===== src/rtl/booth_arith_pkg.sv =====
// Shared arithmetic-unit definitions used by the divider and the multiplier
// wrapper control.
//   state_e    : sequencer states (IDLE/ITER/FIX, 2-bit encoding)
//   cnt_width  : iteration-counter width for an x-bit operand, $clog2(x+1)
//   DEF_CNT_W  : counter width for the default 8-bit operand
package booth_arith_pkg;

    typedef enum logic [1:0] {
        ST_IDLE = 2'd0,
        ST_ITER = 2'd1,
        ST_FIX  = 2'd2
    } state_e;

    function automatic int cnt_width(input int x);
        return $clog2(x + 1);
    endfunction

    localparam int DEF_X     = 8;
    localparam int DEF_CNT_W = $clog2(DEF_X + 1);

endpackage


===== src/rtl/booth_divider_if.sv =====
// Handshake and operand/result bundle for the signed divider.
//   start/a/b             : request side (master drives)
//   busy/done/q/rem/flags : result side (slave drives)
interface booth_divider_if #(
    parameter int x = 8,
    parameter int y = 4
);
    logic                start;
    logic signed [x-1:0] a;
    logic signed [y-1:0] b;
    logic                busy;
    logic                done;
    logic signed [x-1:0] q;
    logic signed [y-1:0] rem;
    logic                div0;
    logic                ovf;

    modport master (
        output start, a, b,
        input  busy, done, q, rem, div0, ovf
    );

    modport slave (
        input  start, a, b,
        output busy, done, q, rem, div0, ovf
    );
endinterface


===== src/rtl/booth_divider_step.sv =====
// div_step: one combinational restoring-division step.
//   prem_i      : partial remainder (y+1 bits, unsigned)
//   next_bit_i  : next dividend bit, MSB first
//   divisor_i   : |b| (y bits, unsigned)
//   prem_next_o : updated partial remainder
//   qbit_o      : 1 when the subtraction is kept
module div_step #(
    parameter int y = 4
) (
    input  logic [y:0]   prem_i,
    input  logic         next_bit_i,
    input  logic [y-1:0] divisor_i,
    output logic [y:0]   prem_next_o,
    output logic         qbit_o
);
    logic [y+1:0] shifted;
    logic [y+1:0] diff;

    always_comb begin
        shifted     = {prem_i, next_bit_i};
        diff        = shifted - {2'b00, divisor_i};
        // Top bit of the difference is the borrow: set means the trial
        // subtraction went negative and the shifted value is restored.
        qbit_o      = ~diff[y+1];
        prem_next_o = qbit_o ? diff[y:0] : shifted[y:0];
    end
endmodule


===== src/rtl/booth_divider.sv =====
// booth_divider: sequential signed divider, q = a / b truncated toward zero,
// rem = a - q*b, fixed latency of x+1 cycles from the accepted start edge.
//   clk : rising-edge clock
//   rst : synchronous active-high reset, aborts any operation in flight
//   bus : booth_divider_if slave (start/a/b in; busy/done/q/rem/div0/ovf out)
//
//   state | meaning
//   IDLE  | waiting for start; captures |a|, |b|, signs and special cases
//   ITER  | one restoring step per cycle, x steps total
//   FIX   | applies signs and special cases, registers the result, pulses done
module booth_divider
    import booth_arith_pkg::*;
#(
    parameter int x = 8,
    parameter int y = 4
) (
    input  logic            clk,
    input  logic            rst,
    booth_divider_if.slave  bus
);
    localparam int CW = cnt_width(x);
    localparam logic [x-1:0] A_MIN = {1'b1, {(x-1){1'b0}}};

    state_e        state_q, state_d;
    logic [CW-1:0] cnt_q, cnt_d;
    logic [x-1:0]  a_abs_q, a_abs_d;
    logic [y-1:0]  b_abs_q, b_abs_d;
    logic [y:0]    prem_q, prem_d;
    logic [x-1:0]  qsh_q, qsh_d;
    logic          sa_q, sa_d, sb_q, sb_d, bz_q, bz_d, ov_cap_q, ov_cap_d;
    logic          done_q, done_d, div0_q, div0_d, ovf_q, ovf_d;
    logic [x-1:0]  q_q, q_d;
    logic [y-1:0]  rem_q, rem_d;

    logic [y:0]    step_prem;
    logic          step_qbit;

    div_step #(.y(y)) u_step (
        .prem_i      (prem_q),
        .next_bit_i  (a_abs_q[x-1]),
        .divisor_i   (b_abs_q),
        .prem_next_o (step_prem),
        .qbit_o      (step_qbit)
    );

    always_ff @(posedge clk) begin
        if (rst) begin
            state_q  <= ST_IDLE;
            cnt_q    <= '0;
            a_abs_q  <= '0;
            b_abs_q  <= '0;
            prem_q   <= '0;
            qsh_q    <= '0;
            sa_q     <= 1'b0;
            sb_q     <= 1'b0;
            bz_q     <= 1'b0;
            ov_cap_q <= 1'b0;
            done_q   <= 1'b0;
            div0_q   <= 1'b0;
            ovf_q    <= 1'b0;
            q_q      <= '0;
            rem_q    <= '0;
        end else begin
            state_q  <= state_d;
            cnt_q    <= cnt_d;
            a_abs_q  <= a_abs_d;
            b_abs_q  <= b_abs_d;
            prem_q   <= prem_d;
            qsh_q    <= qsh_d;
            sa_q     <= sa_d;
            sb_q     <= sb_d;
            bz_q     <= bz_d;
            ov_cap_q <= ov_cap_d;
            done_q   <= done_d;
            div0_q   <= div0_d;
            ovf_q    <= ovf_d;
            q_q      <= q_d;
            rem_q    <= rem_d;
        end
    end

    always_comb begin
        state_d  = state_q;
        cnt_d    = cnt_q;
        a_abs_d  = a_abs_q;
        b_abs_d  = b_abs_q;
        prem_d   = prem_q;
        qsh_d    = qsh_q;
        sa_d     = sa_q;
        sb_d     = sb_q;
        bz_d     = bz_q;
        ov_cap_d = ov_cap_q;
        done_d   = 1'b0;
        div0_d   = div0_q;
        ovf_d    = ovf_q;
        q_d      = q_q;
        rem_d    = rem_q;

        case (state_q)
            ST_IDLE: begin
                if (bus.start) begin
                    // x unsigned bits hold |-2^(x-1)| exactly.
                    a_abs_d  = bus.a[x-1] ? $unsigned(-bus.a) : $unsigned(bus.a);
                    b_abs_d  = bus.b[y-1] ? $unsigned(-bus.b) : $unsigned(bus.b);
                    sa_d     = bus.a[x-1];
                    sb_d     = bus.b[y-1];
                    bz_d     = (bus.b == '0);
                    ov_cap_d = ($unsigned(bus.a) == A_MIN) && (bus.b == '1);
                    prem_d   = '0;
                    qsh_d    = '0;
                    cnt_d    = '0;
                    state_d  = ST_ITER;
                end
            end
            ST_ITER: begin
                prem_d  = step_prem;
                qsh_d   = {qsh_q[x-2:0], step_qbit};
                a_abs_d = {a_abs_q[x-2:0], 1'b0};
                cnt_d   = cnt_q + CW'(1);
                if (cnt_q == CW'(x - 1)) begin
                    state_d = ST_FIX;
                end
            end
            ST_FIX: begin
                done_d = 1'b1;
                div0_d = bz_q;
                ovf_d  = ov_cap_q;
                if (bz_q) begin
                    q_d   = '1;
                    rem_d = '0;
                end else begin
                    // Overflow case needs no override: |q| = 2^(x-1) wraps to
                    // -2^(x-1) and the remainder is already zero.
                    q_d   = (sa_q ^ sb_q) ? -qsh_q : qsh_q;
                    rem_d = sa_q ? -prem_q[y-1:0] : prem_q[y-1:0];
                end
                state_d = ST_IDLE;
            end
            default: state_d = ST_IDLE;
        endcase
    end

    // Capture cycle (ITER with count 0) is excluded so busy spans x cycles
    // and ends on the result edge.
    assign bus.busy = ((state_q == ST_ITER) && (cnt_q != '0)) || (state_q == ST_FIX);
    assign bus.done = done_q;
    assign bus.q    = q_q;
    assign bus.rem  = rem_q;
    assign bus.div0 = div0_q;
    assign bus.ovf  = ovf_q;
endmodule


===== src/flat_wrapper.sv =====
// flat-port wrapper written by rule: the top's interface ports become plain ports
module booth_divider_flat import booth_arith_pkg::*;
#(
    parameter int x = 8,
    parameter int y = 4
)
  (clk, rst, bus_start, bus_a, bus_b, bus_busy, bus_done, bus_q, bus_rem, bus_div0, bus_ovf);
  booth_divider_if #(.x(x), .y(y)) bus_i ();
  input  logic clk;
  input  logic rst;
  input wire logic [$bits(bus_i.start)-1:0] bus_start;
  input wire logic [$bits(bus_i.a)-1:0] bus_a;
  input wire logic [$bits(bus_i.b)-1:0] bus_b;
  output wire logic [$bits(bus_i.busy)-1:0] bus_busy;
  output wire logic [$bits(bus_i.done)-1:0] bus_done;
  output wire logic [$bits(bus_i.q)-1:0] bus_q;
  output wire logic [$bits(bus_i.rem)-1:0] bus_rem;
  output wire logic [$bits(bus_i.div0)-1:0] bus_div0;
  output wire logic [$bits(bus_i.ovf)-1:0] bus_ovf;
  assign bus_i.start = bus_start;
  assign bus_i.a = bus_a;
  assign bus_i.b = bus_b;
  assign bus_busy = bus_i.busy;
  assign bus_done = bus_i.done;
  assign bus_q = bus_i.q;
  assign bus_rem = bus_i.rem;
  assign bus_div0 = bus_i.div0;
  assign bus_ovf = bus_i.ovf;
  booth_divider #(.x(x), .y(y)) u_core (.clk(clk), .rst(rst), .bus(bus_i));
endmodule

===== config.mk =====
export PLATFORM = sky130hd
export DESIGN_NAME = booth_divider_flat
export DESIGN_NICKNAME = d
export VERILOG_FILES = /design/src/rtl/booth_arith_pkg.sv /design/src/rtl/booth_divider_if.sv /design/src/rtl/booth_divider_step.sv /design/src/rtl/booth_divider.sv /design/src/flat_wrapper.sv
export SDC_FILE = /design/constraint.sdc
export NUM_CORES = 1
export LEC_CHECK = 0
export BUFFER_PORTS_ARGS = -buffer_cell sky130_fd_sc_hd__buf_4
export CAP_MARGIN = 30
export CORE_ASPECT_RATIO = 1.1
export CORE_MARGIN = 2
export CORE_UTILIZATION = 32
export CTS_CLUSTER_DIAMETER = 50
export DETAILED_ROUTE_END_ITERATION = 16
export GPL_ROUTABILITY_DRIVEN = 0
export PLACE_DENSITY = 0.57
export SLEW_MARGIN = 20
export SYNTH_ARGS = -nofsm -noshare
export SYNTH_HDL_FRONTEND = slang
export SYNTH_SLANG_ARGS = --single-unit

===== constraint.sdc =====
create_clock -name clk -period 4.8 [get_ports clk]
set_input_delay 0.72 -clock clk [delete_from_list [all_inputs] [get_ports clk]]
set_output_delay 0.72 -clock clk [all_outputs]
set_load 0.03 [all_outputs]

# After elaboration in Yosys (flattened, before gate mapping)
# Cells that the tools add are included.
[op_classes]
add_sub_neg = 6
eq_ne = 7
muxes = 19
bitwise_logic = 2
reduce_logical = 10
[ops]
columns = ["cell", "count"]
rows = [
  ["8-bit two-way mux", 5],
  ["8-bit case mux with 2 select lines", 2],
  ["4-bit two-way mux", 4],
  ["8-bit negation", 2],
  ["5-bit two-way mux", 2],
  ["5-bit case mux with 2 select lines", 1],
  ["8-bit equality test (second input constant)", 1],
  ["4-bit negation", 2],
  ["4-bit case mux with 2 select lines", 1],
  ["2-bit AND reduction", 3],
  ["6-bit by 4-bit subtractor with 6-bit output", 1],
  ["4-bit by 1-bit adder with 4-bit output (second input constant)", 1],
  ["4-bit by 3-bit equality test with 1-bit output (second input constant)", 1],
  ["4-bit equality test (second input constant)", 1],
  ["4-bit logical NOT", 1],
  ["2-bit two-way mux", 2],
  ["2-bit case mux with 2 select lines", 1],
  ["4-bit nonzero test", 1],
  ["2-bit by 1-bit equality test with 1-bit output (second input constant)", 1],
  ["2-bit equality test (second input constant)", 1],
  ["1-bit logical AND", 2],
  ["2-bit logical NOT", 1],
  ["2-bit by 1-bit inequality test with 1-bit output (second input constant)", 1],
  ["2-bit inequality test (second input constant)", 1],
  ["5 further kinds", 5],
]
[word_totals]
reg_bits = 50
inputBits = 15
output_inout_bits = 16
elab_cells = 59

# Longest topological paths before layout
# Gate-level depths: netlist of run 1.
[logic_depth]
ltp_word = 4
depth_mapped = 8
ltp_nobuf = 8

# By module
# From an unflattened synthesis of run 1, not the netlist that was laid out.
[hier_totals]
cells_unflattened = 287
hier_area_um2 = 2481.1
[by_module_without_submodules]
columns = ["module", "instances", "cells_each", "area_per_inst_um2"]
rows = [
  ["booth_divider", 1, 249, 2212.1],
  ["div_step", 1, 38, 269.0],
]

# Worst setup path after synthesis of run 1
# No wires, ideal clock.
[synth_timing]
kind = "flip-flop to output port"
start = "reg u_core.state_q[0]"
end = "out bus_busy"
arrival_time_ns = 1.396
t_required_ns = 4.080
setup_slack_ns = 2.684
path_stages_with_launch = 5
path_buffers = 2
path_cell_list = "dfxtp_1 > nand2b_1 > clkbuf_1 > clkbuf_1 > o21ai_0"
[synth_via]
elab_chain_len = 3
word_cells_on_any_way = 4
classes_between = "eq/ne: 2; reduce/logical: 2"
[synth_rtl]
columns = ["element", "line", "source"]
rows = [
  ["start, declared", "booth_divider.sv:24", "state_e state_q, state_d;"],
  ["start signal, assigned", "booth_divider.sv:64", "state_q <= state_d;"],
  ["2-bit by 1-bit equality test with 1-bit output", "booth_divider.sv:145", "assign bus.busy = ((state_q == ST_ITER) && (cnt_q != '0)) || (state_q == ST_FIX);"],
  ["1-bit logical AND", "booth_divider.sv:145", ""],
  ["1-bit logical OR (*)", "booth_divider.sv:145", ""],
  ["end, declared", "flat_wrapper.sv:14", "output wire logic [$bits(bus_i.busy)-1:0] bus_busy;"],
]
# Every way passes the cells marked *; elsewhere a longest branch is shown, timed or not.

# Final worst setup path of run 1
# Same ends and word-level chain as after synthesis.

==> summary.md, run 1 <==
| Metric | Value |
|---|---|
| Post-CTS setup buffer count | `0` |
| Max IR drop VDD | `0.000110 V` |
| Post-Syn Instances | `301` |
| #FFs+latches synth | `50` |
| DR WL/cell | `12.9 um` |
| Setup crit end kind | `primary output` |
| Max-cap violations | `0` |
| Post-route ant nets | `0` |
| Post-Syn Area | `roughly 2500 sq um` |
| Vias per cell | `~5` |
| Die area | `8700 sq um` |
| CTS tree | `done` |
| Yosys Warn Count | `0` |
| ANT cells | `0` |
| Non-Filler Instances | `430` |
| Die Y | `97.6 um` |
| Grt met3 use | `around 3.1%` |
| Clock transition at path regs | `90 ps` |
| Largest net degree at the start of global routing | `between 40 and 50` |
| Initial core utilization | `32.6%` |
| Run status | `completed` |
| DRC Markers | `0` |
| Final setup TNS | `0 ps` |
| Mean Syn Cell Area | `about 8.5 sq um` |
| # resized after CTS | `0` |
| Synth Flop Type | `dfxtp_1` |
| Register area share after synthesis | `39.3%` |
| Pwr Density | `approximately 320 nW/um^2` |
| Hold WC Path Type | `flip-flop to flip-flop` |
| Vias | `2133` |
| Most used routing layer | `met2` |
| Root Buffer Master | `clkbuf_8` |
| Critical path class | `flip-flop to primary output` |
| Met1 usage in global routing | `19.0%` |
| Total congestion overflow | `0` |
| Post-synthesis async set-or-reset flop share | `0%` |
| Hold violation count in the final report | `0` |
| WP data arrival | `1750 ps` |
| First-pass GRT wire length | `9.74 mm` |
| Placed insts | `421` |
| Unrepaired setup endpoints after global routing | `false` |
| Std-Cell Rows | `34` |
| Setup violators final | `0` |
| # fillers | `860` |
| H-tree levels | `2` |
| Clk_skew | `about 3.7 ps` |
| Mapped Nets | `328` |
| Fin. max-slew vios | `0` |
| Critical Path Fanout Max | `17` |
| Number of global-route vias before repair | `2062` |
| Slew Limit Headroom | `44.2%` |
| Met2 Usage GRT | `approximately a fifth` |
| Initial antenna violation count | `0` |
| Clock tree buffer depth | `2` |
| Count of cell types in the netlist | `48` |
| DP HPWL | `a little under 4 mm` |
| Critical Path RT | `4080 ps` |
| Final wirelength | `between 5 and 6 mm` |
| Clock Latency Late Sink | `roughly 300 ps` |
| Slew at the pin with the worst max-slew slack | `835 ps` |
| Total GRT Usage | `between 10% and 20%` |
| Tcrit/Tclk final | `51.5%` |
| Fin nets | `348` |
| I/O pin total | `31` |
| Core box area | `7830 sq um` |
| P_leak | `~1.2 nW` |
| Worst setup SP type | `flip-flop` |
| Number of synthesized flops with an enable pin | `0` |
| Clock sink count | `50` |
| Total CTS buffers | `5` |
| Synthesis-to-layout area growth | `16.2%` |
| Fmax | `just over 400 MHz` |
| IO buf count | `30` |
| First drt pass iteration count | `4` |
| Die X | `89.1 um` |
| Hold Buf Count CTS | `0` |
| Total power | `937 uW` |
| Crit path time final | `2470 ps` |
| DRT iter0 DRCs | `85` |
| Layout cells sized above 1 | `14.0%` |
## placed cells by master (no fill, tap or decap), types with 2 or more instances in the layout
cell       instances
buf_4             30
nor2_1            39
dfxtp_1           50
nor4_1             2
xnor2_1            8
a22o_1            12
a21oi_1           20
a22oi_1            3
bufinv_16          2
nand4_1            2
xor2_1             8
o21bai_1           2
clkbuf_8           6
a222oi_1           6
a211oi_1           6
ha_1              11
nand2_1           28
nor3_1            19
nand2b_1           5
nor2b_1            3
nand3_1            4
inv_1             16
mux2i_1            5
a31oi_1            3
o21ai_0            9
or2_2              2
## Yosys cell counts, drive strengths merged, types with 6 or more instances
master	n	area, sq um
buf	8	56.3
o21ai	9	45.0
nor3	19	95.1
a21oi	20	100
nand2	28	105
nor2	39	146
xor2	8	70.1
dfxtp	50	1000
ha	11	138
inv	16	60.1
a222oi	6	60.1
xnor2	8	70.1
a211oi	7	57.6
a22o	12	105
clkbuf	10	37.5
## power by group
| group | total [mW] | switching (mW) | internal (mW) | leakage (nW) |
|---|---|---|---|---|
| Clock | 0.362 | 0.140 | 0.222 | 0.0714 |
| Combinational | 0.134 | 0.0758 | 0.0579 | 0.702 |
| Sequential | 0.441 | 0.0133 | 0.427 | 0.406 |
## sequential cells by signal, summed over array words and instances (netlist names)
register	cells
u_core.bus.ovf	1
u_core.bus.done	1
u_core.bus.rem	4
u_core.state_q	2
u_core.bus.q	8
u_core.a_abs_q	8
u_core.b_abs_q	4
u_core.cnt_q	4
u_core.sa_q	1
u_core.prem_q	5
u_core.bz_q	1
u_core.bus.div0	1
u_core.qsh_q	8
u_core.ov_cap_q	1
u_core.sb_q	1
## critical path: stages (launching register included)
cell	delay [ps]
dfxtp_1	440
nand2b_1	570
o21ai_0	220
buf_4	220
## kinds of logic (layout without fill, tap and decap cells)
group           Yosys count  in the layout  share of synthesized area [%]
simple gates            112            112                           20.4
compound gates           72             72                           20.7
flops                    50             50                           39.3
buf+inv                  34             55                           6.04
xor+xnor                 16             16                           5.50
fa+ha+maj                12             12                           6.18
mux                       5              5                           1.96
## cell type report
class	count	area [sq um]	area share, %
multi-input combinational	217	1400	47.1
sequential	50	1000	33.8
timing repair buffer	31	230	7.77
tap	108	135	4.56
clock buffer	6	82.6	2.79
clock inverter	2	60.1	2.03
inverter	16	60.1	2.03
## per-stage QoR
stage	setup WS (ps)	hold WS (ps)	util, %	cell area [sq um]
final	2330	459	37.9	2960
after global routing	2170	476	37.9	2960
after CTS	2300	459	37.8	2960
after detailed placement	2570	446	36.0	2820
after global placement	2630	446	36.0	2820
after floorplan	2680	432	-	2550
## final timing paths
| path | cells after the start | slack [ps] | startpoint | endpoint |
|---|---|---|---|---|
| max | 3 | 2330 | u_core.state_q[0]$_SDFFE_PP0P_ | bus_busy |
| min reg2reg | 2 | 460 | u_core.b_abs_q[3]$_SDFFE_PP0P_ | u_core.b_abs_q[3]$_SDFFE_PP0P_ |
| max reg2reg | 7 | 2800 | u_core.b_abs_q[1]$_SDFFE_PP0P_ | u_core.prem_q[0]$_SDFFE_PP0P_ |
| min | 2 | 460 | u_core.b_abs_q[3]$_SDFFE_PP0P_ | u_core.b_abs_q[3]$_SDFFE_PP0P_ |
## routing by layer
metal | share of wire [%] | up-vias
li1 | - | 1108
met1 | 49 | 976
met2 | 45 | 44
met3 | 4.6 | 5
met4 | 0.76 | 0
met5 | 0 | -
No activity file was read; power rests on OpenSTA's default activity.
==> run 2, diff against run 1 <==
Clock period 4.8 ns to 2.35 ns, I/O delays scaled along.
==> summary.md, run 2 (synthesis results as in run 1) <==
| Metric | Value |
|---|---|
| Run status | `completed (unchanged)` |
| Clock tree buffer depth | `2 (unchanged)` |
| Post-route ant nets | `0 (unchanged)` |
| DRC Markers | `0 (unchanged)` |
| WP data arrival | `2220 ps (was 1750 ps)` |
| Crit path time final | `1970 ps` |
| Total CTS buffers | `5 (unchanged)` |
| Worst reg2reg path depth | `7 (unchanged)` |
| Setup crit end kind | `flip-flop (was primary output)` |
| Clock Latency Late Sink | `300 ps (about the same)` |
| Post-CTS setup buffer count | `0 (unchanged)` |
| Hold WC Path Type | `input pin to flip-flop (was flip-flop to flip-flop)` |
| Core box area | `7830 sq um (unchanged)` |
| Hold violation count in the final report | `0 (unchanged)` |
| Vias per cell | `5.02 (was 4.96)` |
| Design Area, Final | `2960 sq um (about the same)` |
| Critical path class | `flip-flop to flip-flop (was flip-flop to primary output)` |
| Slew Limit Headroom | `51.0% (was 44.2%)` |
| DR WL/cell | `12.9 um (about the same)` |
| # resized after CTS | `0 (unchanged)` |
| Setup violators final | `0 (unchanged)` |
| Total congestion overflow | `0 (unchanged)` |
| Number of global-route vias before repair | `2024 (was 2062)` |
| Tcrit/Tclk final | `83.6%` |
| CP endpoint | `u_core.prem_q[1]$_SDFFE_PP0P_ (was bus_busy)` |
| Slew at the pin with the worst max-slew slack | `735 ps (was 835 ps)` |
| ANT cells | `0 (unchanged)` |
| Fin nets | `354 (was 348)` |
| Placed cell area | `2870 sq um (was 2820 sq um)` |
| Total GRT Usage | `13.7% (about the same)` |
| Fin util | `37.8% (was 37.9%)` |
| Grt met3 use | `3.40% (was 3.06%)` |
| Final wirelength | `5.63 mm (was 5.54 mm)` |
| P_leak | `1.19 nW (was 1.18 nW)` |
| I/O pin total | `31 (unchanged)` |
| Worst setup SP type | `flip-flop (unchanged)` |
| Max-cap violations | `0 (unchanged)` |
| CTS tree | `done (unchanged)` |
| Unrepaired setup endpoints after global routing | `false (unchanged)` |
| Std-Cell Rows | `34 (unchanged)` |
| Placed insts | `428 (was 421)` |
| Clock sink count | `50 (unchanged)` |
| First-pass GRT wire length | `9.60 mm (was 9.74 mm)` |
| Commonest non-fill, non-tap cell in the layout | `dfxtp_1 (unchanged)` |
| Non-Filler Instances | `436 (was 430)` |
| Hold Buf Count CTS | `0 (unchanged)` |
| Met2 Usage GRT | `22.1% (was 21.3%)` |
| Die X | `89.1 um (unchanged)` |
| Most used routing layer | `met2 (unchanged)` |
| Fmax | `509 MHz` |
| Initial core utilization | `32.6% (unchanged)` |
| Most frequent cells in the layout | `dfxtp_1, nor2_1, buf_4 (unchanged)` |
| Critical Path Fanout Max | `4 (was 17)` |
| Initial antenna violation count | `0 (unchanged)` |
| R2r startpoint | `u_core.b_abs_q[1]$_SDFFE_PP0P_ (unchanged)` |
| Met1 usage in global routing | `18.6% (was 19.0%)` |
| DP HPWL | `4.18 mm (was 3.98 mm)` |
| Vias | `2189 (was 2133)` |
| DRT iter0 DRCs | `118 (was 85)` |
| Final setup TNS | `0 ps (unchanged)` |
| Largest net degree at the start of global routing | `37 (was 41)` |
| Hold WS | `260 ps (was 459 ps)` |
| Crit path from | `u_core.b_abs_q[1]$_SDFFE_PP0P_ (was u_core.state_q[0]$_SDFFE_PP0P_)` |
| Fin. max-slew vios | `0 (unchanged)` |
| Die area | `8700 sq um (unchanged)` |
| H-tree levels | `2 (unchanged)` |
| Die Y | `97.6 um (unchanged)` |
| Critical Path RT | `2600 ps (was 4080 ps)` |
| IO buf count | `30 (unchanged)` |
| RR Endpoint | `u_core.prem_q[1]$_SDFFE_PP0P_ (was u_core.prem_q[0]$_SDFFE_PP0P_)` |
| Pwr Density | `575 nW/um^2 (was 316 nW/um^2)` |
| Root Buffer Master | `clkbuf_8 (unchanged)` |
| Synthesis-to-layout area growth | `16.1% (was 16.2%)` |
| R2R setup slack | `380 ps (was 2800 ps)` |
| Clock transition at path regs | `90 ps (about the same)` |
| First drt pass iteration count | `5 (was 4)` |
| Max IR drop VDD | `0.000225 V (was 0.000110 V)` |
| Clk_skew | `4.24 ps (was 3.66 ps)` |
| Layout cells sized above 1 | `15.2% (was 14.0%)` |
-- run 2: layout make-up --
class                   count  area (sq um)
fillers                   841          4870
inverters                  16          60.1
flip-flops and latches     50          1000
clock buffers               7          86.3
well taps                 108           135
clock inverters             1          5.00
multi-input cells         217          1400
repair buffers             37           278
-- run 2: power breakdown --
part / leakage [nW] / total (mW) / switching (mW) / internal [mW]
clock network: 0.0482 / 0.519 / 0.281 / 0.238
registers: 0.406 / 0.898 / 0.0251 / 0.873
logic: 0.733 / 0.287 / 0.160 / 0.126
total: 1.19 / 1.70 / 0.466 / 1.24
-- run 2: worst min path at each step --
stage                              startpoint                        endpoint  slack (ps)  depth (start not counted)
6_report                                  rst    u_core.cnt_q[3]$_SDFFE_PP0P_         260                          2
5_1_grt                                   rst    u_core.cnt_q[3]$_SDFFE_PP0P_         260                          2
4_1_cts                                   rst    u_core.cnt_q[3]$_SDFFE_PP0P_         260                          2
3_5_place_dp   u_core.b_abs_q[3]$_SDFFE_PP0P_  u_core.b_abs_q[3]$_SDFFE_PP0P_         450                          2
3_3_place_gp   u_core.b_abs_q[3]$_SDFFE_PP0P_  u_core.b_abs_q[3]$_SDFFE_PP0P_         450                          2
2_1_floorplan  u_core.b_abs_q[3]$_SDFFE_PP0P_  u_core.b_abs_q[3]$_SDFFE_PP0P_         430                          2
-- run 2: worst max-delay path: stages (launching register included) --
cell and delay, ps:
dfxtp_1 380, inv_1 60, ha_1 260, nor2b_1 240, o221ai_2 190, a211oi_2 420, mux2i_1 250, a22o_1 140
-- run 2: metrics by stage --
| stage | worst slack (ps) | total power [mW] |
|---|---|---|
| final | 385 | 1.70 |
| after global routing | 238 | 1.79 |
| after CTS | 366 | 1.72 |
| after detailed placement | 383 | 1.21 |
| after global placement | 448 | 1.20 |
| after floorplan | 583 | 1.13 |
-- run 2: metal layers --
metal,vias up,share of wire (%)
met4,0,0.78
met3,6,3.6
li1,1119,-
met1,1020,50
met2,44,45
met5,-,0
==> run 3, diff against run 2 <==
Settings changed: ABC_AREA set to 1.
Clock period 2.35 ns to 2 ns, I/O delays scaled along.
==> summary.md, run 3 <==
| Metric | Value |
|---|---|
| Hold WS | `266 ps (was 260 ps)` |
| Count leader, synth | `nand2_1 (was dfxtp_1)` |
| Post-Syn Area | `2650 sq um (was 2550 sq um)` |
| Total CTS buffers | `5 (unchanged)` |
| Count of cell types in the netlist | `42 (was 48)` |
| IO buf count | `30 (unchanged)` |
| Hold Buf Count CTS | `0 (unchanged)` |
| Clk_skew | `8.32 ps (was 4.24 ps)` |
| Vias per cell | `4.85 (was 5.02)` |
| ANT cells | `0 (unchanged)` |
| Critical Path Fanout Max | `11 (was 4)` |
| Sw frac | `34.4% (was 27.3%)` |
| Clock transition at path regs | `90 ps (about the same)` |
| Max IR drop VDD | `0.000253 V (was 0.000225 V)` |
| WP data arrival | `1470 ps (was 2220 ps)` |
| Number of synthesized flops with an enable pin | `0 (unchanged)` |
| Total GRT Usage | `13.6% (was 13.7%)` |
| Core box area | `8000 sq um (was 7830 sq um)` |
| # resized after CTS | `0 (unchanged)` |
| Std-Cell Rows | `34 (unchanged)` |
| Run status | `completed (unchanged)` |
| Layout cells sized above 1 | `16.9% (was 15.2%)` |
| DP HPWL | `4.37 mm (was 4.18 mm)` |
| Hold violation count in the final report | `0 (unchanged)` |
| Pwr Density | `857 nW/um^2 (was 575 nW/um^2)` |
| Critical Path RT | `1700 ps (was 2600 ps)` |
| Pint | `1.72 mW (was 1.24 mW)` |
| Post-CTS setup buffer count | `0 (unchanged)` |
| Buf/Inv on CP | `3 (was 1)` |
| Unrepaired setup endpoints after global routing | `false (unchanged)` |
| Post-Synth Simple-Gate Area | `26.7% (was 20.4%)` |
| Yosys top cell area share | `37.7% (was 39.3%)` |
| I/O pin total | `31 (unchanged)` |
| Clock sink count | `50 (unchanged)` |
| Max-cap violations | `0 (unchanged)` |
| Fmax | `between 500 and 600 MHz` |
| Largest family of logic cells by synthesized area | `simple AND/OR/NAND/NOR gates (was compound AO/OA/AOI/OAI gates)` |
| Final setup TNS | `0 ps (unchanged)` |
| Final wirelength | `5.90 mm (was 5.63 mm)` |
| Top delay family on crit path | `buffers and inverters (was compound AO/OA/AOI/OAI gates)` |
| Most frequent cells after synthesis | `nand2_1, dfxtp_1, inv_1, nand3_1, a21oi_1 (was dfxtp_1, nor2_1, nand2_1, a21oi_1, nor3_1)` |
| Post-Synth XOR/XNOR Area | `1.32% (was 5.50%)` |
| Die Y | `99.5 um (was 97.6 um)` |
| Area contributors post-synth | `dfxtp_1, nand2_1, nand3_1, inv_1, a21oi_1 (was dfxtp_1, nor2_1, ha_1, nand2_1, a22o_1)` |
| CP most frequent cell | `inv_2` |
| Multiplexer share of the synthesized area | `0% (was 1.96%)` |
| Worst setup SP type | `flip-flop (unchanged)` |
| Vias | `2387 (was 2189)` |
| Clock tree buffer depth | `2 (unchanged)` |
| Setup violators final | `0 (unchanged)` |
| DRT iter0 DRCs | `117 (was 118)` |
| Adder-cell share of the synthesized area | `5.94% (was 6.18%)` |
| Clock share of power | `26.8% (was 30.5%)` |
| CTS tree | `done (unchanged)` |
| Initial core utilization | `33.2% (was 32.6%)` |
| Die X | `90.8 um (was 89.1 um)` |
| Initial antenna violation count | `0 (unchanged)` |
| Die area | `9030 sq um (was 8700 sq um)` |
| Most frequent cells in the layout | `nand2_1, dfxtp_1, inv_1 (was dfxtp_1, nor2_1, buf_4)` |
| Total congestion overflow | `0 (unchanged)` |
| Mean Syn Cell Area | `7.43 sq um (was 8.47 sq um)` |
| Largest net degree at the start of global routing | `36 (was 37)` |
| Post-route ant nets | `0 (unchanged)` |
| Clock Latency Late Sink | `300 ps (about the same)` |
| Synth Flop Type | `dfxtp_1 (unchanged)` |
| Number of global-route vias before repair | `2202 (was 2024)` |
| P_leak | `1.33 nW (was 1.19 nW)` |
| Yosys Warn Count | `0 (unchanged)` |
| DRC Markers | `0 (unchanged)` |
| Commonest non-fill, non-tap cell in the layout | `nand2_1 (was dfxtp_1)` |
| Crit-path cells | `inv_2 -> nor2_4 -> inv_2 -> o21ai_0 -> buf_4 (was inv_1 -> ha_1 -> nor2b_1 -> o221ai_2 -> a211oi_2 -> mux2i_1 -> a22o_1)` |
| Setup crit end kind | `primary output (was flip-flop)` |
| Slew Limit Headroom | `68.6% (was 51.0%)` |
| Fin nets | `411 (was 354)` |
| Crit path time final | `1770 ps` |
| Sw power | `901 uW (was 466 uW)` |
| Combinational Power Share | `30.3% (was 16.8%)` |
| Fin. max-slew vios | `0 (unchanged)` |
| First-pass GRT wire length | `10.2 mm (was 9.60 mm)` |
| Root Buffer Master | `clkbuf_8 (unchanged)` |
| First drt pass iteration count | `4 (was 5)` |
| Flop pwr share | `42.9% (was 52.7%)` |
| Total power | `2.62 mW (was 1.70 mW)` |
| Synthesis-to-layout area growth | `15.2% (was 16.1%)` |
| Critical path class | `flip-flop to primary output (was flip-flop to flip-flop)` |
| #FFs+latches synth | `50 (unchanged)` |
| Tcrit/Tclk final | `88.3%` |
| DR WL/cell | `12.0 um (was 12.9 um)` |
| Crit-path slowest cell | `dfxtp_1 (was a211oi_2)` |
| Slew at the pin with the worst max-slew slack | `470 ps (was 735 ps)` |
| Post-Syn Instances | `357 (was 301)` |
| Mapped Nets | `384 (was 328)` |
| Post-synthesis async set-or-reset flop share | `0% (unchanged)` |
| Hold WC Path Type | `input pin to flip-flop (unchanged)` |
| H-tree levels | `2 (unchanged)` |
| Dominant cell type by area after synthesis | `dfxtp_1 (unchanged)` |
| Register area share after synthesis | `37.7% (was 39.3%)` |
| Max incr delay on CP | `400 ps (was 420 ps)` |
| Post-synthesis compound-gate area fraction | `17.1% (was 20.7%)` |
==> run 3: final cells by class <==
cell class	count	area [sq um]
Fill cell	894	4940
Multi-Input combinational cell	238	1350
Sequential cell	50	1000
Timing Repair Buffer	33	248
Inverter	56	210
Tap cell	108	135
Clock buffer	5	68.8
Clock inverter	2	38.8
==> run 3: cells by family after synthesis <==
kind of cell / Yosys count
AND/OR/NAND/NOR: 147
adder cells (fa/ha/maj): 12
AO/OA/AOI/OAI: 75
flip-flops: 50
buffers and inverters: 69
XOR/XNOR: 4
==> run 3: worst paths after layout <==
kind,start,end,slack [ps],cells past startpoint
worst max-delay path,u_core.state_q[1]$_SDFFE_PP0P_,bus_busy,230,5
worst min-delay path,bus_a[0],u_core.a_abs_q[0]$_SDFFE_PP0P_,270,3
worst max register to register,u_core.a_abs_q[7]$_SDFFE_PP0P_,u_core.prem_q[4]$_SDFFE_PP0P_,240,10
worst min register to register,u_core.bus.rem[0]$_SDFFE_PP0P_,u_core.bus.rem[0]$_SDFFE_PP0P_,470,2
==> run 3: per-layer routing <==
layer | vias to the layer above | track usage (%) | part of all wire (%)
met5 | - | 0 | 0
met4 | 0 | 4.78 | 1.7
met3 | 6 | 2.73 | 4.4
met2 | 51 | 21.5 | 44
met1 | 1087 | 18.6 | 50
li1 | 1243 | - | -
==> run 3: worst reg2reg max path, stage by stage (launching register included) <==
cell and delay, ps:
dfxtp_1 310, inv_1 60, ha_1 230, fa_1 450, nand3b_1 190, nand2_1 80
nand2_1 50, nand2_1 50, nand3_1 80, nand3_1 80, a21oi_1 60
==> run 3: power by group through the flow <==
| stage | Clock, mW | Combinational [mW] | Sequential, mW |
|---|---|---|---|
| CTS | 0.732 | 0.792 | 1.12 |
| global route | 0.770 | 0.911 | 1.13 |
| detailed placement | 0 | 0.788 | 1.15 |
| finish | 0.701 | 0.794 | 1.12 |
| global placement | 0 | 0.774 | 1.14 |
| floorplan | 0 | 0.599 | 1.16 |
==> run 3: metrics by stage <==
step	instances	worst slack (ps)	instance area (sq um)	utilization (%)
2_1_floorplan	357	312	2650	-
6_report	492	235	3060	38.2
3_3_place_gp	485	300	2950	36.9
3_5_place_dp	485	249	2950	36.9
4_1_cts	492	166	3060	38.2
5_1_grt	492	80.0	3060	38.2
